`config.mk`:
```
export PLATFORM = sky130hd
export DESIGN_NAME = divider_32bit
export DESIGN_NICKNAME = d
export VERILOG_FILES = /design/src/rtl/divider_pkg.sv /design/src/rtl/adder_32bit.sv /design/src/rtl/divider_32bit.sv
export SDC_FILE = /design/constraint.sdc
export NUM_CORES = 1
export LEC_CHECK = 0
export CAP_MARGIN = 20
export CORE_MARGIN = 1.5
export CORE_UTILIZATION = 45
export DETAILED_ROUTE_END_ITERATION = 12
export MAX_ROUTING_LAYER = met4
export PLACE_DENSITY = 0.71
export SLEW_MARGIN = 10
export SYNTH_ARGS = -nofsm -noshare
export SYNTH_HDL_FRONTEND = slang
export SYNTH_HIERARCHICAL = 1
export SYNTH_SLANG_ARGS = --single-unit
```
`constraint.sdc`:
```
create_clock -name clk -period 2.9 [get_ports clk]
set_input_delay 0.58 -clock clk [delete_from_list [all_inputs] [get_ports clk]]
set_output_delay 0.58 -clock clk [all_outputs]
set_load 0.02 [all_outputs]
```
`src/rtl/divider_pkg.sv`:
```
// Shared constants and state encoding for the 32-bit restoring divider.
package divider_pkg;

  localparam int DIV_WIDTH = 32;
  localparam int DIV_CNT_W = 5;
  localparam logic [DIV_WIDTH-1:0] DIV_BY_ZERO_Q = 32'hFFFF_FFFF;

  typedef enum logic [1:0] {
    IDLE = 2'd0,
    RUN  = 2'd1,
    DONE = 2'd2
  } state_e;

endpackage

```
`src/rtl/adder_32bit.sv`:
```
// 32-bit add/subtract unit. With carry_in_i=1 it computes a_i - b_i and
// carry_out_o reports a borrow (1 when b_i > a_i).
module adder_32bit
  import divider_pkg::*;
(
  input  logic [DIV_WIDTH-1:0] a_i,
  input  logic [DIV_WIDTH-1:0] b_i,
  input  logic                 carry_in_i,
  output logic [DIV_WIDTH-1:0] sum_o,
  output logic                 carry_out_o
);

  logic [DIV_WIDTH-1:0] b_x;
  logic                 msb_cin;
  logic                 carry_raw;

  assign b_x   = b_i ^ {DIV_WIDTH{carry_in_i}};
  assign sum_o = a_i + b_x + {{(DIV_WIDTH-1){1'b0}}, carry_in_i};

  // Recover the carry out of the MSB from the sum bit instead of widening the add.
  assign msb_cin     = sum_o[DIV_WIDTH-1] ^ a_i[DIV_WIDTH-1] ^ b_x[DIV_WIDTH-1];
  assign carry_raw   = (a_i[DIV_WIDTH-1] & b_x[DIV_WIDTH-1]) |
                       ((a_i[DIV_WIDTH-1] ^ b_x[DIV_WIDTH-1]) & msb_cin);
  assign carry_out_o = carry_raw ^ carry_in_i;

endmodule

```
`src/rtl/divider_32bit.sv`:
```
// Multi-cycle restoring divider, one quotient bit per clock (div/divu).
// Signed division and the sign fix-up exist only when DIVIDER_SIGNED_EN is defined.
module divider_32bit
  import divider_pkg::*;
#(
  parameter int WIDTH = DIV_WIDTH
) (
  input  logic             clk,
  input  logic             reset,
  input  logic             start,
  input  logic             is_signed,
  input  logic [WIDTH-1:0] dividend,
  input  logic [WIDTH-1:0] divisor,
  output logic             busy,
  output logic             done,
  output logic [WIDTH-1:0] quotient,
  output logic [WIDTH-1:0] remainder,
  output logic             div_by_zero,
  output state_e           dbg_state
);

  // Handshake: start is a single-cycle request taken only in IDLE; busy stays
  // high until done has pulsed, and results hold until the next accepted start.
  state_e                 state_q, state_d;
  logic [DIV_CNT_W-1:0]   cnt_q, cnt_d;
  logic [WIDTH-1:0]       rem_q, rem_d;
  logic [WIDTH-1:0]       q_q, q_d;
  logic [WIDTH-1:0]       dvsr_q, dvsr_d;
  logic                   dbz_q, dbz_d;
  logic                   busy_q, busy_d;
  logic                   done_q, done_d;
  logic [WIDTH-1:0]       quot_q, quot_d;
  logic [WIDTH-1:0]       rmd_q, rmd_d;
  logic                   dbz_out_q, dbz_out_d;

  logic                   accept_start;
  logic [WIDTH-1:0]       shifted;
  logic [WIDTH-1:0]       diff;
  logic                   borrow;
  logic                   take;
  logic [WIDTH-1:0]       step_rem;
  logic [WIDTH-1:0]       step_q;
  logic [WIDTH-1:0]       dividend_mag;
  logic [WIDTH-1:0]       divisor_mag;
  logic [WIDTH-1:0]       final_q;
  logic [WIDTH-1:0]       final_r;

  assign accept_start = (state_q == IDLE) && start;

  assign shifted = {rem_q[WIDTH-2:0], q_q[WIDTH-1]};

  adder_32bit u_trial (
    .a_i         (shifted),
    .b_i         (dvsr_q),
    .carry_in_i  (1'b1),
    .sum_o       (diff),
    .carry_out_o (borrow)
  );

  // A set rem MSB means the shifted value exceeds 32 bits, so it always fits.
  assign take     = rem_q[WIDTH-1] | ~borrow;
  assign step_rem = take ? diff : shifted;
  assign step_q   = {q_q[WIDTH-2:0], take};

`ifdef DIVIDER_SIGNED_EN
  logic             neg_q_q, neg_r_q;
  logic [WIDTH-1:0] neg_a_in, neg_b_in;
  logic [WIDTH-1:0] neg_a, neg_b;
  logic             neg_a_co, neg_b_co;
  logic             unused_carry;

  // The two negators take operands at acceptance and results on the final step.
  assign neg_a_in = (state_q == IDLE) ? dividend : step_q;
  assign neg_b_in = (state_q == IDLE) ? divisor  : step_rem;

  adder_32bit u_neg_a (
    .a_i         ('0),
    .b_i         (neg_a_in),
    .carry_in_i  (1'b1),
    .sum_o       (neg_a),
    .carry_out_o (neg_a_co)
  );

  adder_32bit u_neg_b (
    .a_i         ('0),
    .b_i         (neg_b_in),
    .carry_in_i  (1'b1),
    .sum_o       (neg_b),
    .carry_out_o (neg_b_co)
  );

  assign unused_carry = neg_a_co ^ neg_b_co;

  assign dividend_mag = (is_signed && dividend[WIDTH-1]) ? neg_a : dividend;
  assign divisor_mag  = (is_signed && divisor[WIDTH-1])  ? neg_b : divisor;
  assign final_q      = neg_q_q ? neg_a : step_q;
  assign final_r      = neg_r_q ? neg_b : step_rem;

  always_ff @(posedge clk) begin
    if (reset) begin
      neg_q_q <= 1'b0;
      neg_r_q <= 1'b0;
    end else if (accept_start) begin
      neg_q_q <= is_signed & (dividend[WIDTH-1] ^ divisor[WIDTH-1]);
      neg_r_q <= is_signed & dividend[WIDTH-1];
    end
  end
`else
  logic unused_is_signed;

  assign unused_is_signed = is_signed;
  assign dividend_mag     = dividend;
  assign divisor_mag      = divisor;
  assign final_q          = step_q;
  assign final_r          = step_rem;
`endif

  always_comb begin
    state_d   = state_q;
    cnt_d     = cnt_q;
    rem_d     = rem_q;
    q_d       = q_q;
    dvsr_d    = dvsr_q;
    dbz_d     = dbz_q;
    busy_d    = busy_q;
    done_d    = 1'b0;
    quot_d    = quot_q;
    rmd_d     = rmd_q;
    dbz_out_d = dbz_out_q;
    case (state_q)
      IDLE: begin
        if (start) begin
          state_d   = RUN;
          cnt_d     = {DIV_CNT_W{1'b1}};
          rem_d     = '0;
          q_d       = dividend_mag;
          dvsr_d    = divisor_mag;
          dbz_d     = (divisor == '0);
          busy_d    = 1'b1;
          quot_d    = '0;
          rmd_d     = '0;
          dbz_out_d = 1'b0;
        end
      end
      RUN: begin
        rem_d = step_rem;
        q_d   = step_q;
        cnt_d = cnt_q - DIV_CNT_W'(1);
        if (cnt_q == '0) begin
          // Results and done are registered together so they appear in DONE.
          state_d   = DONE;
          done_d    = 1'b1;
          quot_d    = dbz_q ? DIV_BY_ZERO_Q : final_q;
          rmd_d     = final_r;
          dbz_out_d = dbz_q;
        end
      end
      DONE: begin
        state_d = IDLE;
        busy_d  = 1'b0;
      end
      default: begin
        state_d = IDLE;
        busy_d  = 1'b0;
      end
    endcase
  end

  always_ff @(posedge clk) begin
    if (reset) begin
      state_q   <= IDLE;
      cnt_q     <= '0;
      rem_q     <= '0;
      q_q       <= '0;
      dvsr_q    <= '0;
      dbz_q     <= 1'b0;
      busy_q    <= 1'b0;
      done_q    <= 1'b0;
      quot_q    <= '0;
      rmd_q     <= '0;
      dbz_out_q <= 1'b0;
    end else begin
      state_q   <= state_d;
      cnt_q     <= cnt_d;
      rem_q     <= rem_d;
      q_q       <= q_d;
      dvsr_q    <= dvsr_d;
      dbz_q     <= dbz_d;
      busy_q    <= busy_d;
      done_q    <= done_d;
      quot_q    <= quot_d;
      rmd_q     <= rmd_d;
      dbz_out_q <= dbz_out_d;
    end
  end

  assign busy        = busy_q;
  assign done        = done_q;
  assign quotient    = quot_q;
  assign remainder   = rmd_q;
  assign div_by_zero = dbz_out_q;
  assign dbg_state   = state_q;

endmodule

```
==> impl_results.md, run 1 <==
* Most frequent cells after synthesis: nand2_1 (218), dfxtp_1 (171), a21oi_1 (134), nor2_1 (85), xor2_1 (44)
* FMAX at 308 MHz
* Outcome: complete, but fails checks
* Fillers at 1633
* Max-slew headroom at roughly two fifths
* Congestion Overflow GR at 0
* Cell Area, Synth at 0.00903 mm²
* Critical path's top delay family: compound AO/OA/AOI/OAI gates
* RSZ-0062 raised after global routing: yes
* Critical path class: flip-flop to flip-flop
* Adder-cell share of the synthesized area at ~4.5%
* Largest cells by area after synthesis: dfxtp_1 (38%), nand2_1 (9.1%), a21oi_1 (7.4%), ha_1 (4.3%), xor2_1 (4.3%)
* Starting DRT DRC Count at approximately 630
* CP max-delay cell: dfxtp_1
* First-pass iteration count of the detailed router at 5
* Worst min path class: flip-flop to flip-flop
* Post-DRT Antenna Nets at 0
* Compound-Gate Fraction of Synth Area at a little under a quarter
* Post-DP HPWL at between 15000 and 20000 µm
* Vias post-DR at between 8000 and 9000
* Fin crit share at 112%
* N_diodes at 0
* Die width at 145 µm
* Share of the synthesized area in the top cell type at 37.9%
* Global-route track usage on met2 at 40.6%
* Final WL at between 20000 and 30000 µm
* Synth Register Bits at ~170
* Post-synthesis mux area share at 3.70%
* Worst Reg-to-Reg Cells at 15
* Core Area at 0.0196 mm²
* Area grow syn2layout at 40.9%
* Clock slew seen by the registers of the worst setup and hold paths at about 0.070 ns
* Violated checks: negative setup slack
* Reg2reg end: rem_q[11]
* Initial antenna violation count at 0
* PwrDens at 559 mW/mm²
* H-tree depth at 4
* Register-to-register setup slack at -0.35 ns
* Num CTS Buffers at 17
* Post-Synth XOR/XNOR Area at 6.01%
* VDD IR-drop max at 0.393 mV
* Minimum clock period at between 3 and 4 ns
* Height of the die at 145 µm
* Initial Util at 46.1%
* Hold wc startpoint: remainder[23]
* CTS Root Cell: clkbuf_16
* Cell taking the most area after synthesis: dfxtp_1
* Hold Fails Final Rpt at 0
* Cell variety after synth at 66
* Ports at 137
* Die footprint at between 0.02 and 0.025 mm²
* Mapped Cells at 1102
* # Max-Cap Violations at 0
* CTS tree: done
* Final setup vio count at between 60 and 70
* Max Slew Vio Count at 0
* Layout cells sized above 1 at between 20% and 30%
* Worst-Margin Slew at 0.886 ns
* Synth Net Count at 1202
* Drt via density at 5.48
* Most Crowded Layer GR: met2
* Crit-path max cell delay at around 0.32 ns
* Site row count at 51
* I/O Buffers at 135
* Worst Path Max Fanout at 7
* Ys Warns at 6
* Final nets at 1423
* Setup_tns at -13.08 ns
* Hold Crit Endpoint: remainder[23]
* EDFF count, synth at 0
* Placer congestion estimate at between 0.8 and 0.9
* Largest net degree at the start of global routing at 172
* Hold depth at 2
* Setup crit end kind: flip-flop
* Grt met3 use at under 10%
* Register area share after synthesis at 37.9%
* Total power draw at approximately 7.1 mW
* Arr. time, crit path at between 3 and 4 ns
* Most frequent cell after synthesis: nand2_1
* Worst setup SP type: flip-flop
* DR WL/cell at around 16 µm
* Met1 Track Usage GR at between 30% and 40%
* Overall routing resource usage at between 20% and 30%
* Number of global-route vias before repair at a little over 8000
* Clock net sink count at 171
* Clk_skew at 0.0123 ns
* Post-Syn Area per Cell at 8.19 µm²
* Ys async rst share at 0%
* Post-synthesis simple-gate area fraction at 19.5%
* Main synth FF type: dfxtp_1
* Post-route DRC at 0
* Clock latency at the later pin of the worst-skew pair at 0.43 ns
* Wire length of the first global-routing pass at 40600 µm
* Largest family of logic cells by synthesized area: compound AO/OA/AOI/OAI gates
* Pleak at roughly 5 nW
* Clock Tree Buf Depth at 2
* CP cell instances: xor2_1 -> ha_1 -> a21oi_1 -> o21ai_1 -> a22oi_2 -> a221oi_2 -> buf_4 -> nor3_4 -> o211ai_1 -> o21ai_2 -> nand2b_4 -> bufbuf_16 -> mux2i_1 -> a2bb2oi_1 -> nor2_1
* CP required at roughly 3.2 ns
* PnR worst setup slack at -0.346 ns
* Reg-to-reg startpoint: dvsr_q[15]
* WP buf/inv at 2
==> metal layers <==
| metal | share of wire, % | wire (µm) |
|---|---|---|
| met5 | 0 | 0 |
| met4 | 2.0 | 535 |
| met3 | 3.9 | 1010 |
| met2 | 48 | 12600 |
| met1 | 46 | 12000 |
==> worst register-to-register path: cells and delay by family (launching register included) <==
| family | cells | cell delay (ns) |
|---|---|---|
| adder cells (fa/ha/maj) | 1 | 0.25 |
| XOR/XNOR | 1 | 0.30 |
| AO/OA/AOI/OAI | 7 | 1.17 |
| AND/OR/NAND/NOR | 3 | 0.28 |
| flip-flops | 1 | 0.32 |
| multiplexers | 1 | 0.27 |
| buffers and inverters | 2 | 0.48 |
==> registers in the layout (all words and copies together), names as in the netlist <==
register     cells
dbg_state        2
rem_q           32
quotient        32
busy             1
dvsr_q          32
done             1
remainder       32
dbz_q            1
div_by_zero      1
q_q             32
cnt_q            5
==> report_power, final <==
group          switching, mW  internal (mW)  leakage [nW]
logic                   1.13           1.04          3.26
clock network           1.03           1.29         0.277
registers              0.118           2.51          1.40
total                   2.27           4.85          4.94
==> worst max-delay path by stage <==
stage / start / cells after the start / end
2_1_floorplan: dvsr_q[19] / 16 / remainder[10]
3_3_place_gp: dvsr_q[1] / 14 / remainder[28]
3_5_place_dp: dvsr_q[4] / 14 / remainder[15]
4_1_cts: dvsr_q[4] / 15 / remainder[16]
5_1_grt: dvsr_q[15] / 15 / rem_q[11]
6_report: dvsr_q[15] / 15 / rem_q[11]
==> timing repair <==
action	4_1_cts	5_1_grt
gates cloned	2	0
hold buffers	0	0
buffers inserted	16	6
pin swaps	37	30
resized for setup	87	28
endpoints found under the setup margin	66	66
==> kinds of logic after synthesis <==
| logic type | Yosys count |
|---|---|
| fa+ha+maj | 32 |
| xor+xnor | 62 |
| simple gates | 398 |
| mux | 33 |
| other cells | 1 |
| flops | 171 |
| buf+inv | 100 |
| compound gates | 305 |
==> cells in the final DEF, fill, tap and decap left out, types with 7 or more instances in the layout <==
cell and count:
a2bb2oi_2 11, o211ai_1 38, mux2i_2 15, nand4_1 7
o21ai_0 12, clkdlybuf4s50_1 134, mux2i_4 10, ha_1 30
a21oi_1 128, clkbuf_16 17, inv_1 12, dfxtp_2 10
buf_4 140, dfxtp_1 161, a2bb2oi_1 21, mux2i_1 8
nor4_1 8, a21o_1 8, a311oi_1 32, xnor2_1 17
nor3_1 10, or3_1 31, nor2_1 83, buf_12 8
nand2_1 217, xor2_1 38
==> stage by stage <==
step	cell area, µm²	utilization (%)	setup WS, ns	hold slack, ns	cells
global placement	11400	58.1	-0.276	0.436	1546
detailed placement	11400	58.1	-0.321	0.442	1546
global route	12700	64.9	-0.540	0.465	1601
floorplan	9030	-	-0.0811	0.447	1102
finish	12700	64.9	-0.346	0.448	1601
CTS	12600	64.1	-0.238	0.452	1595
==> layout make-up <==
type,instances,area (µm²),share of cell area [%]
flip-flops and latches,171,3440,27.0
clock inverters,13,160,1.26
multi-input cells,831,5650,44.4
inverters,13,48.8,0.384
repair buffers,289,2670,21.0
clock buffers,19,433,3.40
well taps,265,332,2.61
No activity file was read; power rests on OpenSTA's default activity.
==> inputs of run 2 (changes only) <==
==> constraint.sdc (replaced) <==
create_clock -name clk -period 2.9 [get_ports clk]
set_input_delay 0.29 -clock clk [delete_from_list [all_inputs] [get_ports clk]]
set_output_delay 0.29 -clock clk [all_outputs]
set_load 0.02 [all_outputs]
==> run 2 against run 1 <==
The run still ends with negative setup slack left. Critical path depth stayed put. Register-to-register slack improved by 0.04 ns. Worst hold slack worse by 0.034 ns. Utilization shrank 0.65 points. Largest cell class unchanged. Total power down 2.4%. First-iteration DRC count is 2.7% lower. Non-clock buffer count is 6 lower. Via count decreased by 0.41%. Sequential power about the same.
==> impl_results.md, run 2 (synthesized netlist as in run 1, its figures left out) <==
* Height of the die at 145 µm (unchanged)
* Worst Path Max Fanout at 5 (-2)
* Hold Fails Final Rpt at 0 (unchanged)
* Overall routing resource usage at 25.3% (+0.28 points)
* Max Slew Vio Count at 0 (unchanged)
* Drt via density at 5.48 (about the same)
* Worst min path class: input port to flip-flop
* DR WL/cell at 16.3 µm (-0.17%)
* Reg2reg end: remainder[25]
* CP required at 3.26 ns (+0.08 ns)
* First-pass iteration count of the detailed router at 7 (+2)
* Num CTS Buffers at 17 (unchanged)
* Minimum clock period at 3.20 ns (-0.0429 ns)
* Total power draw at 6.95 mW (-2.4%)
* Die width at 145 µm (unchanged)
* Clk_skew at 0.0120 ns (-0.000251 ns)
* Crit-path max cell delay at 0.35 ns (+0.03 ns)
* Reg-to-reg startpoint: dvsr_q[6]
* CP max-delay cell: or3_1
* # Max-Cap Violations at 0 (unchanged)
* Pleak at 4.88 nW (-1.2%)
* Vias post-DR at 8734 (-0.41%)
* Area grow syn2layout at 39.5%
* Hold depth at 3 (+1)
* Clock slew seen by the registers of the worst setup and hold paths at 0.07 ns (about the same)
* Max-slew headroom at 37.0% (-3.6 points)
* Critical path's top delay family: compound AO/OA/AOI/OAI gates
* Fin crit share at 110% (-1.5 points)
* VDD IR-drop max at 0.487 mV (+24%)
* Hold Crit Endpoint: quotient[5]
* Final nets at 1417 (-0.42%)
* Leading cell types in the layout, fill and taps excluded: nand2_1 (217), dfxtp_1 (159), buf_4 (138), clkdlybuf4s50_1 (134), a21oi_1 (128)
* Final setup vio count at 66 (unchanged)
* Outcome: complete, but fails checks
* RSZ-0062 raised after global routing: yes
* H-tree depth at 4 (unchanged)
* Largest net degree at the start of global routing at 172 (unchanged)
* Worst Reg-to-Reg Cells at 15 (unchanged)
* Die footprint at 0.0209 mm² (unchanged)
* Post-DRT Antenna Nets at 0 (unchanged)
* Post-CTS Hold Fix Bufs at 0 (unchanged)
* Starting DRT DRC Count at 609 (-2.7%)
* Arr. time, crit path at 3.56 ns (+0.03 ns)
* Wire length of the first global-routing pass at 41200 µm (+1.4%)
* Post-route DRC at 0 (unchanged)
* Core Area at 0.0196 mm² (unchanged)
* Site row count at 51 (unchanged)
* Final WL at 26000 µm (-0.55%)
* PwrDens at 552 mW/mm² (-1.4%)
* Congestion Overflow GR at 0 (unchanged)
* Most common cell after layout, fill and taps aside: nand2_1
* Placer congestion estimate at 0.921 (+6.0%)
* Ports at 137 (unchanged)
* Post-route insts no fill at 1595 (-0.37%)
* CTS tree: done
* Critical path depth at 15 (unchanged)
* Clock Tree Buf Depth at 2 (unchanged)
* N_diodes at 0 (unchanged)
* FMAX at 312 MHz (+1.3%)
* Worst-Margin Slew at 0.944 ns (+0.0580 ns)
* Hold wc startpoint: reset
* Initial Util at 46.1% (unchanged)
* Violated checks: negative setup slack
* Layout cells sized above 1 at 21.2% (-0.80 points)
* Initial antenna violation count at 0 (unchanged)
* Clock latency at the later pin of the worst-skew pair at 0.43 ns (about the same)
* Fin util at 64.3% (-0.65 points)
* Number of global-route vias before repair at 8233 (+0.024%)
* Worst setup SP type: flip-flop
* DP Cell Count at 1538 (-0.52%)
* PnR worst setup slack at -0.303 ns (+0.0429 ns)
* Critical path class: flip-flop to flip-flop
* Clock net sink count at 171 (unchanged)
* Post-DP HPWL at 16900 µm (+1.5%)
* Fin Hold WS at 0.414 ns (-0.0341 ns)
* CP cell instances: xor2_1 -> ha_1 -> a21o_1 -> nor2b_1 -> a211oi_2 -> o211ai_1 -> o21ai_2 -> o211ai_1 -> o21ai_2 -> nand2b_4 -> buf_12 -> buf_16 -> mux2i_1 -> or3_1 -> a21oi_1
* Setup crit end kind: flip-flop
* WP buf/inv at 2 (unchanged)
* CTS Root Cell: clkbuf_16
* I/O Buffers at 135 (unchanged)
* Register-to-register setup slack at -0.30 ns (+0.04 ns)
-- run 2: stage by stage --
stage               setup TNS, ns  instance area (µm²)  setup slack [ns]
detailed placement          -9.28                11300            -0.294
global route               -28.64                12600            -0.490
CTS                         -5.86                12200            -0.178
finish                     -15.52                12600            -0.303
floorplan                   -2.72                 9030           -0.0811
global placement            -5.10                11300            -0.257
-- run 2: how the worst max path moves through the flow --
stage                               end        from  slack, ns
after floorplan           remainder[10]  dvsr_q[19]      -0.08
final                     remainder[25]   dvsr_q[6]      -0.30
after CTS                 remainder[25]   dvsr_q[5]      -0.18
after detailed placement  remainder[28]   dvsr_q[1]      -0.29
after global routing      remainder[11]   dvsr_q[9]      -0.49
after global placement    remainder[28]   dvsr_q[1]      -0.26
-- run 2: layout make-up --
type / count / area [µm²]
tap: 265 / 332
multi-input combinational: 831 / 5630
inverter: 13 / 48.8
clock inverter: 14 / 133
timing repair buffer: 283 / 2580
sequential: 171 / 3440
fill: 1723 / 6990
clock buffer: 18 / 439
-- run 2: timing repair --
| action | 4_1_cts | 5_1_grt |
|---|---|---|
| resized for setup | 54 | 54 |
| gates cloned | 1 | 0 |
| setup endpoints to repair | 64 | 66 |
| setup buffers | 14 | 11 |
| pin swaps | 27 | 42 |
-- run 2: per-layer routing --
metal / global-route usage (%) / vias to the layer above / part of all wire, %
met4: 7.50 / 0 / 1.7
li1: - / 4332 / -
met3: 3.26 / 33 / 3.1
met2: 40.5 / 172 / 48
met1: 33.7 / 4197 / 47
met5: - / - / 0
-- run 2: where the power goes --
part	leakage [nW]	internal, mW	total, mW	switching, mW
Sequential	1.40	2.51	2.63	0.120
Combinational	3.20	1.00	2.11	1.11
Clock	0.277	1.15	2.21	1.06
Total	4.88	4.67	6.95	2.28
-- run 2: worst register-to-register path, delay by kind of cell (launching register included) --
kind,cells,cell delay [ns]
AO/OA/AOI/OAI,7,1.31
AND/OR/NAND/NOR,3,0.63
flip-flops,1,0.33
adder cells (fa/ha/maj),1,0.32
buffers and inverters,2,0.28
XOR/XNOR,1,0.15
multiplexers,1,0.12
==> RTL change: new RTL, settings of run 1 <==
Set the package constant `DIV_WIDTH` to 40 (it was 32).
--- a/src/rtl/divider_pkg.sv
+++ b/src/rtl/divider_pkg.sv
@@ -3,3 +3,3 @@
 
-  localparam int DIV_WIDTH = 32;
+  localparam int DIV_WIDTH = 40;
   localparam int DIV_CNT_W = 5;
Interface: changed (resized dividend, divisor, quotient and remainder); port bits go from 137 to 169. No check against the original RTL was run, so the function may have changed too.
==> RTL change against run 1 <==
- clock power grew 26%
- the run still ends with setup timing left
- design area grew 19%
- setup slack lost 0.30 ns
- fmax shrank 8.4%
- routed wire length grew 21%
- power grew 24%
- synthesized area grew 21%
- sequential cell count grew 40
- first-iteration DRC count grew 6.4%
==> RTL change: results (changes against run 1) <==
Yosys
  – Synth unique cells: 60 (-9.1%)
  – Synth cell count leaders: nand2_1 (273), dfxtp_1 (211), a21oi_1 (171), nor2_1 (100), clkbuf_1 (65)
  – Mapped Nets: 1,471 (+22%)
  – Sequential-to-total area share from yosys stat: 38.6% (+0.69 points)
  – Post-synthesis cell count: 1,347 (+22%)
  – Top cells by area, synth: dfxtp_1 (39%), nand2_1 (9.4%), a21oi_1 (7.8%)

Critical path
  – Crit path max-delay cell type: or3_1
  – CP peak stage delay: 0.35 ns (+0.03 ns)
  – RR Startpoint: dvsr_q[2]

Clock network
  – CTS HTree Levels: 1 (-3)
  – CTS resizes: 25 (-71%)
  – Post CTS Setup Buffer Count: 5 (-11)
  – CTS buffer count: 24 (+7)
  – CTS max path bufs: 3 (+1)

Worst hold path
  – Worst hold endpoint: remainder[31]
  – Hold_sp: remainder[31]

Placed design
  – Port buffer count: 167 (+24%)
  – Placed cells: 1,907 (+23%)
  – GP Congestion: 0.885 (+1.8%)
  – Placed Area: 14,000 µm² (+23%)
  – Hpwl dp: 21,000 µm (+26%)

Routing
  – Routed via count: 10,700 (+22%)
  – Final WL: 31,600 µm (+21%)
  – DRT iter0 DRCs: 666 (+6.4%)

Global route
  – First-pass GRT wire length: 51,800 µm (+28%)
  – Largest net degree at the start of global routing: 163 (-5.2%)
  – GRT Util Overall: 25.0% (-0.083 points)
  – Vias in the first global route: 10,500 (+27%)

STA
  – Worst setup margin: -0.644 ns (-0.298 ns)
  – Final hold slack: 0.448 ns (-0.000113 ns)
  – Post-route setup TNS: -42.79 ns (-29.71 ns)
  – Worst-margin pin slew: 1.04 ns (+0.151 ns)
  – Setup violators final: 82 (+24%)
  – Clk_skew: 0.0163 ns (+0.00404 ns)

Power
  – VDD IR-drop max: 0.430 mV (+9.3%)
  – Pleak: 6.12 nW (+24%)

Status
  – Violated checks: setup timing
  – Outcome: complete, but fails checks

Finish
  – Nets: 1,749 (+23%)
  – Fin cells: 1,960 (+22%)
  – Fillers: 2,080 (+27%)
  – Fraction of layout cells with a size suffix above 1: 17.4% (-4.6 points)
==> RTL change: cell count changes after synthesis, moves of 9 or more <==
cell and change:
nand3_1 +9, clkbuf_1 +27, a21oi_1 +37, a21o_1 +9, nand2_1 +55, nor2_1 +15
mux2i_1 +9, dfxtp_1 +40, xor2_1 +11
==> RTL change: per-stage QoR <==
stage | setup slack [ns] | utilization (%)
6_report | -0.644 | 63.7
5_1_grt | -0.779 | 63.7
4_1_cts | -0.592 | 63.1
3_5_place_dp | -0.631 | 59.2
3_3_place_gp | -0.555 | 59.2
2_1_floorplan | -0.536 | -
==> RTL change: logic make-up after synthesis <==
family | after synthesis | share of synthesized area, %
compound gates | 364 | 22.0
xor+xnor | 77 | 6.16
fa+ha+maj | 40 | 4.64
buf+inv | 120 | 4.99
flops | 211 | 38.6
mux | 43 | 4.01
other cells | 1 | 0.0343
simple gates | 491 | 19.5
==> RTL change: area by class of cell <==
| class | count | share of cell area (%) |
|---|---|---|
| inverters | 12 | 0.298 |
| well taps | 319 | 2.64 |
| multi-input cells | 1016 | 42.6 |
| clock buffers | 32 | 4.38 |
| diodes | 1 | 0.0166 |
| clock inverters | 9 | 0.580 |
| repair buffers | 360 | 21.5 |
| flip-flops and latches | 211 | 28.0 |
==> RTL change: metal layers <==
layer  track usage, %  routed length, µm
met1             31.8              14000
met2             40.9              14900
met3             5.05               2070
met4             5.62                552
met5                -                  0
==> RTL change: power groups by stage <==
| stage | combinational [mW] | clock (mW) | sequential (mW) |
|---|---|---|---|
| after floorplan | 1.44 | 0 | 3.32 |
| after global placement | 2.41 | 0 | 3.30 |
| after detailed placement | 2.45 | 0 | 3.30 |
| after CTS | 2.57 | 2.97 | 3.24 |
| after global routing | 2.90 | 3.07 | 3.27 |
| final | 2.66 | 2.92 | 3.25 |
